<file path="src/rtl/fun_arbiter.sv">
// fun_arbiter
//
// Shares one fun unit (result = a * cbrt(b)) among N_REQ requesters.
// A round-robin pick captures the winner's operands, a one-cycle start is
// issued, and the arbiter waits for the unit to drop busy. The result is then
// returned with a one-hot done pulse to the winner. If busy never drops, a
// watchdog resets the unit and returns an errored, zero result instead.
//
// Ports
//   clk, rst       : single clock, synchronous active-high reset
//   req_i          : per-requester request level
//   a_i, b_i       : packed 8-bit operands, requester k at [8k+7:8k]
//   gnt_o          : one-hot pulse when a requester's operands are captured
//   done_o         : one-hot pulse when that requester's result is presented
//   err_o          : high with done_o when the operation timed out
//   result_o       : 11-bit result, valid in the done_o cycle, held otherwise
//   fun_a_o/_b_o   : latched operands to the fun unit
//   fun_start_o    : start strobe to the fun unit
//   fun_rst_o      : reset to the fun unit (rst or watchdog recovery)
//   fun_busy_i     : busy from the fun unit
//   fun_result_i   : result from the fun unit
//
// State     | meaning
// ----------+--------------------------------------------------------------
// S_IDLE    | scan requests from ptr, capture winner's operands
// S_ISSUE   | start strobe + grant pulse, advance ptr, clear watchdog
// S_WAIT    | wait for busy to drop, or for the watchdog to expire
// S_DONE    | done pulse to the winner with the captured result
// S_RECOVER | reset the fun unit, done pulse with err and zero result

module fun_arbiter #(
    parameter int N_REQ   = 4,
    parameter int TIMEOUT = 2000
) (
    input  logic                 clk,
    input  logic                 rst,
    input  logic [N_REQ-1:0]     req_i,
    input  logic [8*N_REQ-1:0]   a_i,
    input  logic [8*N_REQ-1:0]   b_i,
    output logic [N_REQ-1:0]     gnt_o,
    output logic [N_REQ-1:0]     done_o,
    output logic                 err_o,
    output logic [10:0]          result_o,
    output logic [7:0]           fun_a_o,
    output logic [7:0]           fun_b_o,
    output logic                 fun_start_o,
    output logic                 fun_rst_o,
    input  logic                 fun_busy_i,
    input  logic [10:0]          fun_result_i
);

    localparam int PW = (N_REQ > 1) ? $clog2(N_REQ) : 1;
    localparam int CW = (TIMEOUT > 1) ? $clog2(TIMEOUT) : 1;
    localparam logic [PW-1:0] LAST_IDX = PW'(N_REQ - 1);
    localparam logic [CW-1:0] CNT_LAST = CW'(TIMEOUT - 1);

    typedef enum logic [2:0] {
        S_IDLE,
        S_ISSUE,
        S_WAIT,
        S_DONE,
        S_RECOVER
    } state_t;

    state_t          r_state;
    state_t          w_next;

    logic [PW-1:0]   r_ptr;
    logic [PW-1:0]   r_sel;
    logic [CW-1:0]   r_cnt;
    logic [7:0]      r_fun_a;
    logic [7:0]      r_fun_b;
    logic [10:0]     r_result;

    logic            w_any;
    logic [PW-1:0]   w_pick;
    logic [PW-1:0]   w_cand;
    logic [7:0]      w_a_pick;
    logic [7:0]      w_b_pick;
    logic [N_REQ-1:0] w_sel_oh;
    logic            w_recover;
    logic            w_timeout;

    // Index base+off modulo N_REQ, with off < N_REQ so one subtraction suffices.
    function automatic logic [PW-1:0] wrap_add(input logic [PW-1:0] base, input int off);
        int s;
        s = int'(base) + off;
        if (s >= N_REQ) begin
            s = s - N_REQ;
        end
        return PW'(s);
    endfunction

    // Round-robin pick: first set request scanning upward from ptr, wrapping.
    always_comb begin
        w_any  = 1'b0;
        w_pick = '0;
        w_cand = '0;
        for (int i = 0; i < N_REQ; i++) begin
            w_cand = wrap_add(r_ptr, i);
            if (!w_any && req_i[w_cand]) begin
                w_any  = 1'b1;
                w_pick = w_cand;
            end
        end
    end

    assign w_a_pick  = a_i[8*int'(w_pick) +: 8];
    assign w_b_pick  = b_i[8*int'(w_pick) +: 8];
    assign w_sel_oh  = N_REQ'(1) << r_sel;

    // Completion is checked before expiry so a busy drop on the last
    // watchdog cycle still completes normally.
    assign w_timeout = fun_busy_i && (r_cnt == CNT_LAST);

    always_ff @(posedge clk) begin
        if (rst) begin
            r_state <= S_IDLE;
        end else begin
            r_state <= w_next;
        end
    end

    always_comb begin
        w_next      = r_state;
        gnt_o       = '0;
        done_o      = '0;
        err_o       = 1'b0;
        fun_start_o = 1'b0;
        w_recover   = 1'b0;
        case (r_state)
            S_IDLE: begin
                if (w_any) begin
                    w_next = S_ISSUE;
                end
            end
            S_ISSUE: begin
                fun_start_o = 1'b1;
                gnt_o       = w_sel_oh;
                w_next      = S_WAIT;
            end
            S_WAIT: begin
                if (!fun_busy_i) begin
                    w_next = S_DONE;
                end else if (w_timeout) begin
                    w_next = S_RECOVER;
                end
            end
            S_DONE: begin
                done_o = w_sel_oh;
                w_next = S_IDLE;
            end
            S_RECOVER: begin
                done_o    = w_sel_oh;
                err_o     = 1'b1;
                w_recover = 1'b1;
                w_next    = S_IDLE;
            end
            default: begin
                w_next = S_IDLE;
            end
        endcase
    end

    always_ff @(posedge clk) begin
        if (rst) begin
            r_ptr    <= '0;
            r_sel    <= '0;
            r_cnt    <= '0;
            r_fun_a  <= '0;
            r_fun_b  <= '0;
            r_result <= '0;
        end else begin
            case (r_state)
                S_IDLE: begin
                    if (w_any) begin
                        r_sel   <= w_pick;
                        r_fun_a <= w_a_pick;
                        r_fun_b <= w_b_pick;
                    end
                end
                S_ISSUE: begin
                    r_ptr <= (r_sel == LAST_IDX) ? '0 : r_sel + 1'b1;
                    r_cnt <= '0;
                end
                S_WAIT: begin
                    if (!fun_busy_i) begin
                        r_result <= fun_result_i;
                    end else if (w_timeout) begin
                        // Zeroed on entry so RECOVER presents a zero result.
                        r_result <= '0;
                    end else begin
                        r_cnt <= r_cnt + 1'b1;
                    end
                end
                default: begin
                end
            endcase
        end
    end

    assign result_o  = r_result;
    assign fun_a_o   = r_fun_a;
    assign fun_b_o   = r_fun_b;
    assign fun_rst_o = rst | w_recover;

endmodule

</file>
<file path="config.mk">
export PLATFORM = sky130hd
export DESIGN_NAME = fun_arbiter
export DESIGN_NICKNAME = d
export VERILOG_FILES = /design/src/rtl/fun_arbiter.sv
export SDC_FILE = /design/constraint.sdc
export NUM_CORES = 1
export LEC_CHECK = 0
export ABC_AREA = 1
export BUFFER_PORTS_ARGS = -buffer_cell sky130_fd_sc_hd__clkbuf_2
export CAP_MARGIN = 40
export CORE_MARGIN = 3
export CORE_UTILIZATION = 54
export CTS_BUF_LIST = sky130_fd_sc_hd__clkbuf_2 sky130_fd_sc_hd__clkbuf_4 sky130_fd_sc_hd__clkbuf_8
export DETAILED_ROUTE_END_ITERATION = 6
export GPL_TIMING_DRIVEN = 0
export MAX_ROUTING_LAYER = met4
export PLACE_DENSITY = 0.88
export SETUP_SLACK_MARGIN = 0.15
export SLEW_MARGIN = 20
export SYNTH_ARGS = -nofsm -noshare
export SYNTH_HDL_FRONTEND = slang
export SYNTH_SLANG_ARGS = --single-unit
export TNS_END_PERCENT = 30
</file>
<file path="constraint.sdc">
create_clock -name clk -period 5.8 [get_ports clk]
set_clock_uncertainty 0.2 [all_clocks]
set_input_delay 0.87 -clock clk [delete_from_list [all_inputs] [get_ports clk]]
set_output_delay 0.87 -clock clk [all_outputs]
set_load 0.1 [all_outputs]
</file>
==> summary.txt, run 1 <==
GRT
  • Initial antenna violation count: 0
  • All-layer global routing usage: between 20% and 30%
  • Vias in the first global route: between 3000 and 4000
  • First-pass GRT wire length: 13.31 mm
  • Total grt overflow: 0
  • Largest net degree at the start of global routing: 15

CTS
  • Clk sinks: 45
  • Max H-tree Level: 2
  • Inserted Clock Buffers: 5
  • Clock latency on the worst-skew pair: between 0.3 and 0.4 ns
  • Postcts setup bufs: 0
  • Clk buf depth: 2
  • CTS tree: built
  • Clock slew at reported path FFs: about 0.090 ns
  • Hold Buf Count CTS: 0
  • Quantity of gates resized following cts: 0
  • Root Buffer: clkbuf_8

Synth
  • Avg Inst Size Synth: 6.160 µm²
  • Asr flop ratio synth: 0%
  • Distinct cells, synth: 34
  • Largest cells by area after synthesis: dfxtp_1 (30%), nand2_1 (19%), inv_1 (8.5%)
  • Post-synth EDFFs: 0
  • Syn Nets: about 570
  • Register area share after synthesis: a little over 30%
  • Post-synth top area share: between 30% and 40%
  • Syn Inst Count: a little under 500
  • Top FF cell, synth: dfxtp_1
  • Area leader, netlist: dfxtp_1
  • Syn Std Cell Area: about 0.0030 mm²
  • Syn. warnings: 0
  • Number of synthesized register bits: 45

Worst setup path
  • CP Class: primary input to output port
  • Crit path arrival time: roughly 2.2 ns
  • Capture point of the worst reg-to-reg path: r_cnt[7]
  • Worst path bufs/invs: 4
  • Highest-delay cell along the critical path: buf_1
  • Crit path required time: 4.73 ns
  • Crit path top cell by count: clkbuf_2
  • Crit path cell chain: clkbuf_2, inv_1, buf_1, o21ai_0, clkbuf_2
  • Max FO, Critical Path: 10
  • Worst r2r src: r_cnt[0]
  • Cell count of the worst reg-to-reg path: 12
  • R2R Setup Slk: around 3.6 ns
  • CP endpoint kind: output port
  • CP Launch Point: rst
  • CP Launch Type: primary input
  • Max stage delay on crit path: 0.42 ns
  • Critical path's top delay family: buffers and inverters

Finish
  • Layout Cells excl Fill: 679
  • Most frequent cells in the layout: nand2_1 (152), clkbuf_2 (119), inv_1 (67), nor2_1 (45), dfxtp_1 (45)
  • ANT cells: 0
  • Area delta synth->final: 26.09%
  • Share of cells above drive strength 1: between 20 and 30%
  • Fillers: 462
  • Leading cell type in the layout, fill and taps excluded: nand2_1
  • Layout Nets: 695
  • Layout Utilization: approximately 72%

Die
  • Placeable Area: between 0.005 and 0.006 mm²
  • Cell row count: 26
  • Initial core utilization: 57.04%
  • DIE WIDTH: between 80 and 90 µm
  • I/O pin cnt: 120
  • Die Y: 80.15 µm
  • Die area: ~0.0064 mm²

Pwr
  • Total Power: between 2 and 2.5 mW
  • Leak Pwr: approximately 2.1 nW
  • PwrDens: around 660 mW/mm²
  • Max VDD drop: 0.4756 mV

Detailed routing
  • DR DRC count: 0
  • WL/cell: 11.88 µm
  • Total Wirelength: between 8 and 9 mm
  • Via count: between 3000 and 4000
  • DRT Pass-1 Iters: 4
  • Detail Route Antenna Nets: 0
  • Routed vias/inst: between 5 and 6
  • DRT iter0 DRCs: between 150 and 200

Placement
  • HPWL after detailed placement: roughly 6.4 mm
  • DP Cell Count: approximately 670
  • Routability congestion estimate from global placement: 0.8969
  • IO Port Bufs: between 100 and 150

Hold path
  • WHS Path Cells: 2
  • Min-Delay Path Class: flip-flop to flip-flop
  • WHS Endpoint: r_cnt[9]
  • Min-Delay Startpoint: r_cnt[9]

STA
  • Slew Viols, Final: 0
  • Total Neg Setup Slack: 0 ns
  • Setup-failing EPs final: 0
  • Period minus WS final: ~3.3 ns
  • Max-slew headroom: 62.55%
  • Tightest Pin Transition: approximately 0.56 ns
  • F_max: 304.5 MHz
  • RSZ-0062 raised after global routing: no
  • Final hold violations: 0
  • Tcrit/Tclk final: a little under three fifths

Run
  • Max Cap Viol: 0

Status
  • Status: finished, final reports clean
==> routing by layer <==
layer / track usage (%) / vias to the layer above / share of wire (%)
li1: - / 1792 / -
met1: 31.36 / 1516 / 42
met2: 44.54 / 120 / 49
met3: 5.493 / 12 / 7.6
met4: 8.277 / 0 / 1.7
met5: - / - / 0
==> flip-flops by register name (all words and copies together) (netlist names) <==
signal / cells
r_cnt: 11
result_o: 11
fun_a_o: 8
fun_b_o: 8
r_state: 3
r_ptr: 2
r_sel: 2
==> layout make-up <==
| cell class | instances | area, µm² | area share [%] |
|---|---|---|---|
| timing repair buffer | 119 | 595.6 | 15.91 |
| sequential | 45 | 900.9 | 24.06 |
| inverter | 74 | 282.8 | 7.553 |
| tap | 70 | 87.58 | 2.340 |
| clock inverter | 2 | 15.01 | 0.4011 |
| clock buffer | 6 | 76.32 | 2.039 |
| multi-input combinational | 343 | 1669 | 44.59 |
| buffer | 20 | 116.4 | 3.108 |
==> power breakdown <==
group / internal, mW / switching [mW]
Sequential: 0.383 / 0.0434
Combinational: 0.499 / 1.34
Clock: 0.0897 / 0.113
==> tightest hold or removal path, cell delays in order, from the launching register on <==
cell     delay, ns
dfxtp_1       0.32
inv_1         0.05
a21oi_1       0.05
==> cells in the mapped netlist (6+ instances only) <==
master / count
nand2_1: 152
nand2_2: 9
clkbuf_1: 6
nand4_1: 30
nand3_1: 31
nor2_1: 45
nor3_1: 7
a21oi_1: 20
inv_1: 67
o211ai_1: 12
o21ai_1: 6
buf_2: 9
dfxtp_1: 45
inv_2: 6
==> per-stage QoR <==
stage | hold slack (ns) | setup WS (ns) | area (µm²)
global route | 0.3002 | 2.427 | 3744
floorplan | 0.2261 | 1.520 | 2969
detailed placement | 0.2527 | 2.526 | 3652
global placement | 0.2377 | 2.493 | 3652
CTS | 0.2667 | 2.524 | 3744
finish | 0.2575 | 2.516 | 3744
==> kinds of logic after synthesis <==
group | synth area share [%]
xor+xnor | 0.2950
fa+ha+maj | 2.107
compound gates | 10.11
buf+inv | 13.44
simple gates | 43.70
flops | 30.34
==> worst max-delay path by stage <==
stage	end	slack, ns	cells after the start
after floorplan	gnt_o[0]	1.52	3
after CTS	fun_rst_o	2.52	5
after global routing	fun_rst_o	2.43	5
final	fun_rst_o	2.52	5
after detailed placement	fun_rst_o	2.53	5
after global placement	fun_rst_o	2.49	5
Note: power is estimated with default switching activity, not from simulation.
==> run 2, diff against run 1 <==
--- a/config.mk
+++ b/config.mk
@@ -9,12 +9,12 @@
 export BUFFER_PORTS_ARGS = -buffer_cell sky130_fd_sc_hd__clkbuf_2
 export CAP_MARGIN = 40
 export CORE_MARGIN = 3
-export CORE_UTILIZATION = 54
+export CORE_UTILIZATION = 50
 export CTS_BUF_LIST = sky130_fd_sc_hd__clkbuf_2 sky130_fd_sc_hd__clkbuf_4 sky130_fd_sc_hd__clkbuf_8
 export DETAILED_ROUTE_END_ITERATION = 6
 export GPL_TIMING_DRIVEN = 0
 export MAX_ROUTING_LAYER = met4
-export PLACE_DENSITY = 0.88
+export PLACE_DENSITY = 0.82
 export SETUP_SLACK_MARGIN = 0.15
 export SLEW_MARGIN = 20
 export SYNTH_ARGS = -nofsm -noshare
==> constraint.sdc (replaced) <==
create_clock -name clk -period 3.26 [get_ports clk]
set_clock_uncertainty 0.2 [all_clocks]
set_input_delay 0.489 -clock clk [delete_from_list [all_inputs] [get_ports clk]]
set_output_delay 0.489 -clock clk [all_outputs]
set_load 0.1 [all_outputs]
==> run 2 against run 1 <==
Effect of this change: critical path depth rose by 2; sequential power is 78% higher; power up 81%; count of clock-buffer cells in the layout fell by 1; register-to-register slack worse by 2.6 ns; sequential share of layout area is 0.20 points lower; worst setup slack got worse by 2.0 ns; clock power increased by 100%; via count rose by 1.7%; wire length increased by 0.91%; critical endpoint is now done_o[1].
==> summary.txt, run 2 (synthesized netlist as in run 1, its figures left out) <==
Die
  • Cell row count: 27
  • DIE WIDTH: roughly 83 µm
  • Placeable Area: between 0.005 and 0.006 mm²
  • Die area: a little under 0.007 mm²
  • Initial core utilization: between 50% and 60%
  • Die Y: just over 80 µm
  • I/O pin cnt: 120

Worst setup path
  • Crit path cell chain: nor2_1, nand2_1, inv_1, nor3_1, o21ai_0, nor2_1, clkbuf_2
  • Highest-delay cell along the critical path: clkbuf_2
  • Crit path top cell by count: nor2_1
  • Crit path arrival time: a little over 2 ns
  • R2R Setup Slk: approximately 1 ns
  • Cell count of the worst reg-to-reg path: 14
  • CP endpoint kind: output port
  • Capture point of the worst reg-to-reg path: fun_a_o[4]
  • Crit path required time: approximately 2.6 ns
  • Max FO, Critical Path: 5
  • CP Class: flip-flop to output port
  • Max stage delay on crit path: between 0.4 and 0.5 ns
  • CP Launch Type: flip-flop
  • Worst r2r src: r_ptr[0]

Hold path
  • Min-Delay Startpoint: fun_result_i[2]
  • WHS Path Cells: 3
  • Min-Delay Path Class: primary input to flip-flop
  • WHS Endpoint: result_o[2]

GRT
  • Initial antenna violation count: 0
  • Largest net degree at the start of global routing: 14
  • First-pass GRT wire length: approximately 14 mm
  • Vias in the first global route: roughly 3200
  • Total grt overflow: 0
  • All-layer global routing usage: 24.39%

CTS
  • CTS tree: built
  • Postcts setup bufs: 0
  • Quantity of gates resized following cts: 0
  • Inserted Clock Buffers: 5
  • Clk sinks: 45
  • Clk buf depth: 2
  • Root Buffer: clkbuf_8
  • Max H-tree Level: 2
  • Clock latency on the worst-skew pair: around 0.30 ns
  • Hold Buf Count CTS: 0
  • Clock slew at reported path FFs: roughly 0.080 ns

STA
  • Max-slew headroom: a little over three fifths
  • RSZ-0062 raised after global routing: no
  • Tcrit/Tclk final: a little over four fifths
  • Total Neg Setup Slack: 0 ns
  • Period minus WS final: approximately 2.7 ns
  • Setup-failing EPs final: 0
  • Slew Viols, Final: 0
  • F_max: 368.6 MHz
  • Final hold violations: 0
  • Tightest Pin Transition: 0.5622 ns

Pwr
  • Sequential share of power: between 10% and 20%
  • Comb power frac: about three quarters
  • Clock network power share: a little under a tenth
  • Leak Pwr: a little over 2 nW
  • Sw frac: 59.79%
  • Cell Int Power: between 1.5 and 2 mW
  • Net Switching: between 2 and 3 mW
  • PwrDens: between 1000 and 1500 mW/mm²
  • Total Power: 4.466 mW
  • Max VDD drop: about 0.89 mV

Run
  • Max Cap Viol: 0

Status
  • Status: finished, final reports clean

Placement
  • HPWL after detailed placement: about 6.6 mm
  • IO Port Bufs: roughly 120
  • Routability congestion estimate from global placement: just under 0.9

Detailed routing
  • DR DRC count: 0
  • DRT iter0 DRCs: approximately 150
  • DRT Pass-1 Iters: 4
  • Total Wirelength: 8.137 mm
  • Detail Route Antenna Nets: 0
  • WL/cell: 11.97 µm
  • Via count: approximately 3500
  • Routed vias/inst: about 5.1

Finish
  • Share of cells above drive strength 1: between 20% and 30%
  • ANT cells: 0
  • Leading cell type in the layout, fill and taps excluded: nand2_1
  • Fillers: 522
  • Area delta synth->final: 27.14%
  • Most frequent cells in the layout: nand2_1 (152), clkbuf_2 (119), inv_1 (67), dfxtp_1 (45), nor2_1 (41)
  • Layout Nets: approximately 700
==> run 2: layout make-up <==
| type | instances | area, µm² | area share, % |
|---|---|---|---|
| multi-input cells | 343 | 1685 | 44.65 |
| flip-flops and latches | 45 | 900.9 | 23.86 |
| repair buffers | 119 | 595.6 | 15.78 |
| inverters | 74 | 282.8 | 7.491 |
| plain buffers | 20 | 116.4 | 3.083 |
| well taps | 72 | 90.09 | 2.386 |
| clock buffers | 5 | 68.82 | 1.823 |
| clock inverters | 2 | 35.03 | 0.9281 |
==> run 2: metrics by stage <==
| stage | hold slack [ns] | area (µm²) | setup WS [ns] | instances | util [%] |
|---|---|---|---|---|---|
| after global routing | 0.2223 | 3775 | 0.3544 | 680 | 66.91 |
| final | 0.2188 | 3775 | 0.5467 | 680 | 66.91 |
| after global placement | 0.2382 | 3671 | 0.6901 | 673 | 65.07 |
| after CTS | 0.2168 | 3775 | 0.5370 | 680 | 66.91 |
| after floorplan | 0.2261 | 2985 | -0.03453 | 482 | - |
| after detailed placement | 0.2626 | 3671 | 0.7225 | 673 | 65.07 |
==> run 2: worst max path at each step <==
stage / cells after the start / endpoint / slack (ns) / start
after floorplan: 3 / fun_rst_o / -0.03 / r_state[1]
after global placement: 5 / fun_rst_o / 0.69 / rst
after detailed placement: 5 / fun_rst_o / 0.72 / rst
after CTS: 7 / done_o[1] / 0.54 / r_state[2]
after global routing: 7 / done_o[1] / 0.35 / r_state[2]
final: 7 / done_o[1] / 0.55 / r_state[2]
==> run 2: routing by layer <==
metal | GRT usage [%] | vias to the layer above | wire (µm) | share of wire (%)
li1 | - | 1787 | - | -
met1 | 29.87 | 1602 | 3552 | 44
met2 | 40.09 | 90 | 3948 | 49
met3 | 5.060 | 18 | 467 | 5.7
met4 | 8.024 | 0 | 168 | 2.1
met5 | - | - | 0 | 0
==> run 2: power groups by stage <==
stage / Clock, mW / Combinational (mW) / Sequential, mW
6_report: 0.412 / 3.29 / 0.760
5_1_grt: 0.435 / 3.66 / 0.773
4_1_cts: 0.419 / 3.29 / 0.759
3_5_place_dp: 0 / 3.27 / 0.770
3_3_place_gp: 0 / 3.22 / 0.767
2_1_floorplan: 0 / 2.15 / 1.30
==> run 2: worst max-delay path: cells and delay by family (launching register included) <==
| family | cells | cell delay [ns] |
|---|---|---|
| flops | 1 | 0.44 |
| buf+inv | 2 | 0.55 |
| simple gates | 4 | 0.54 |
| compound gates | 1 | 0.20 |
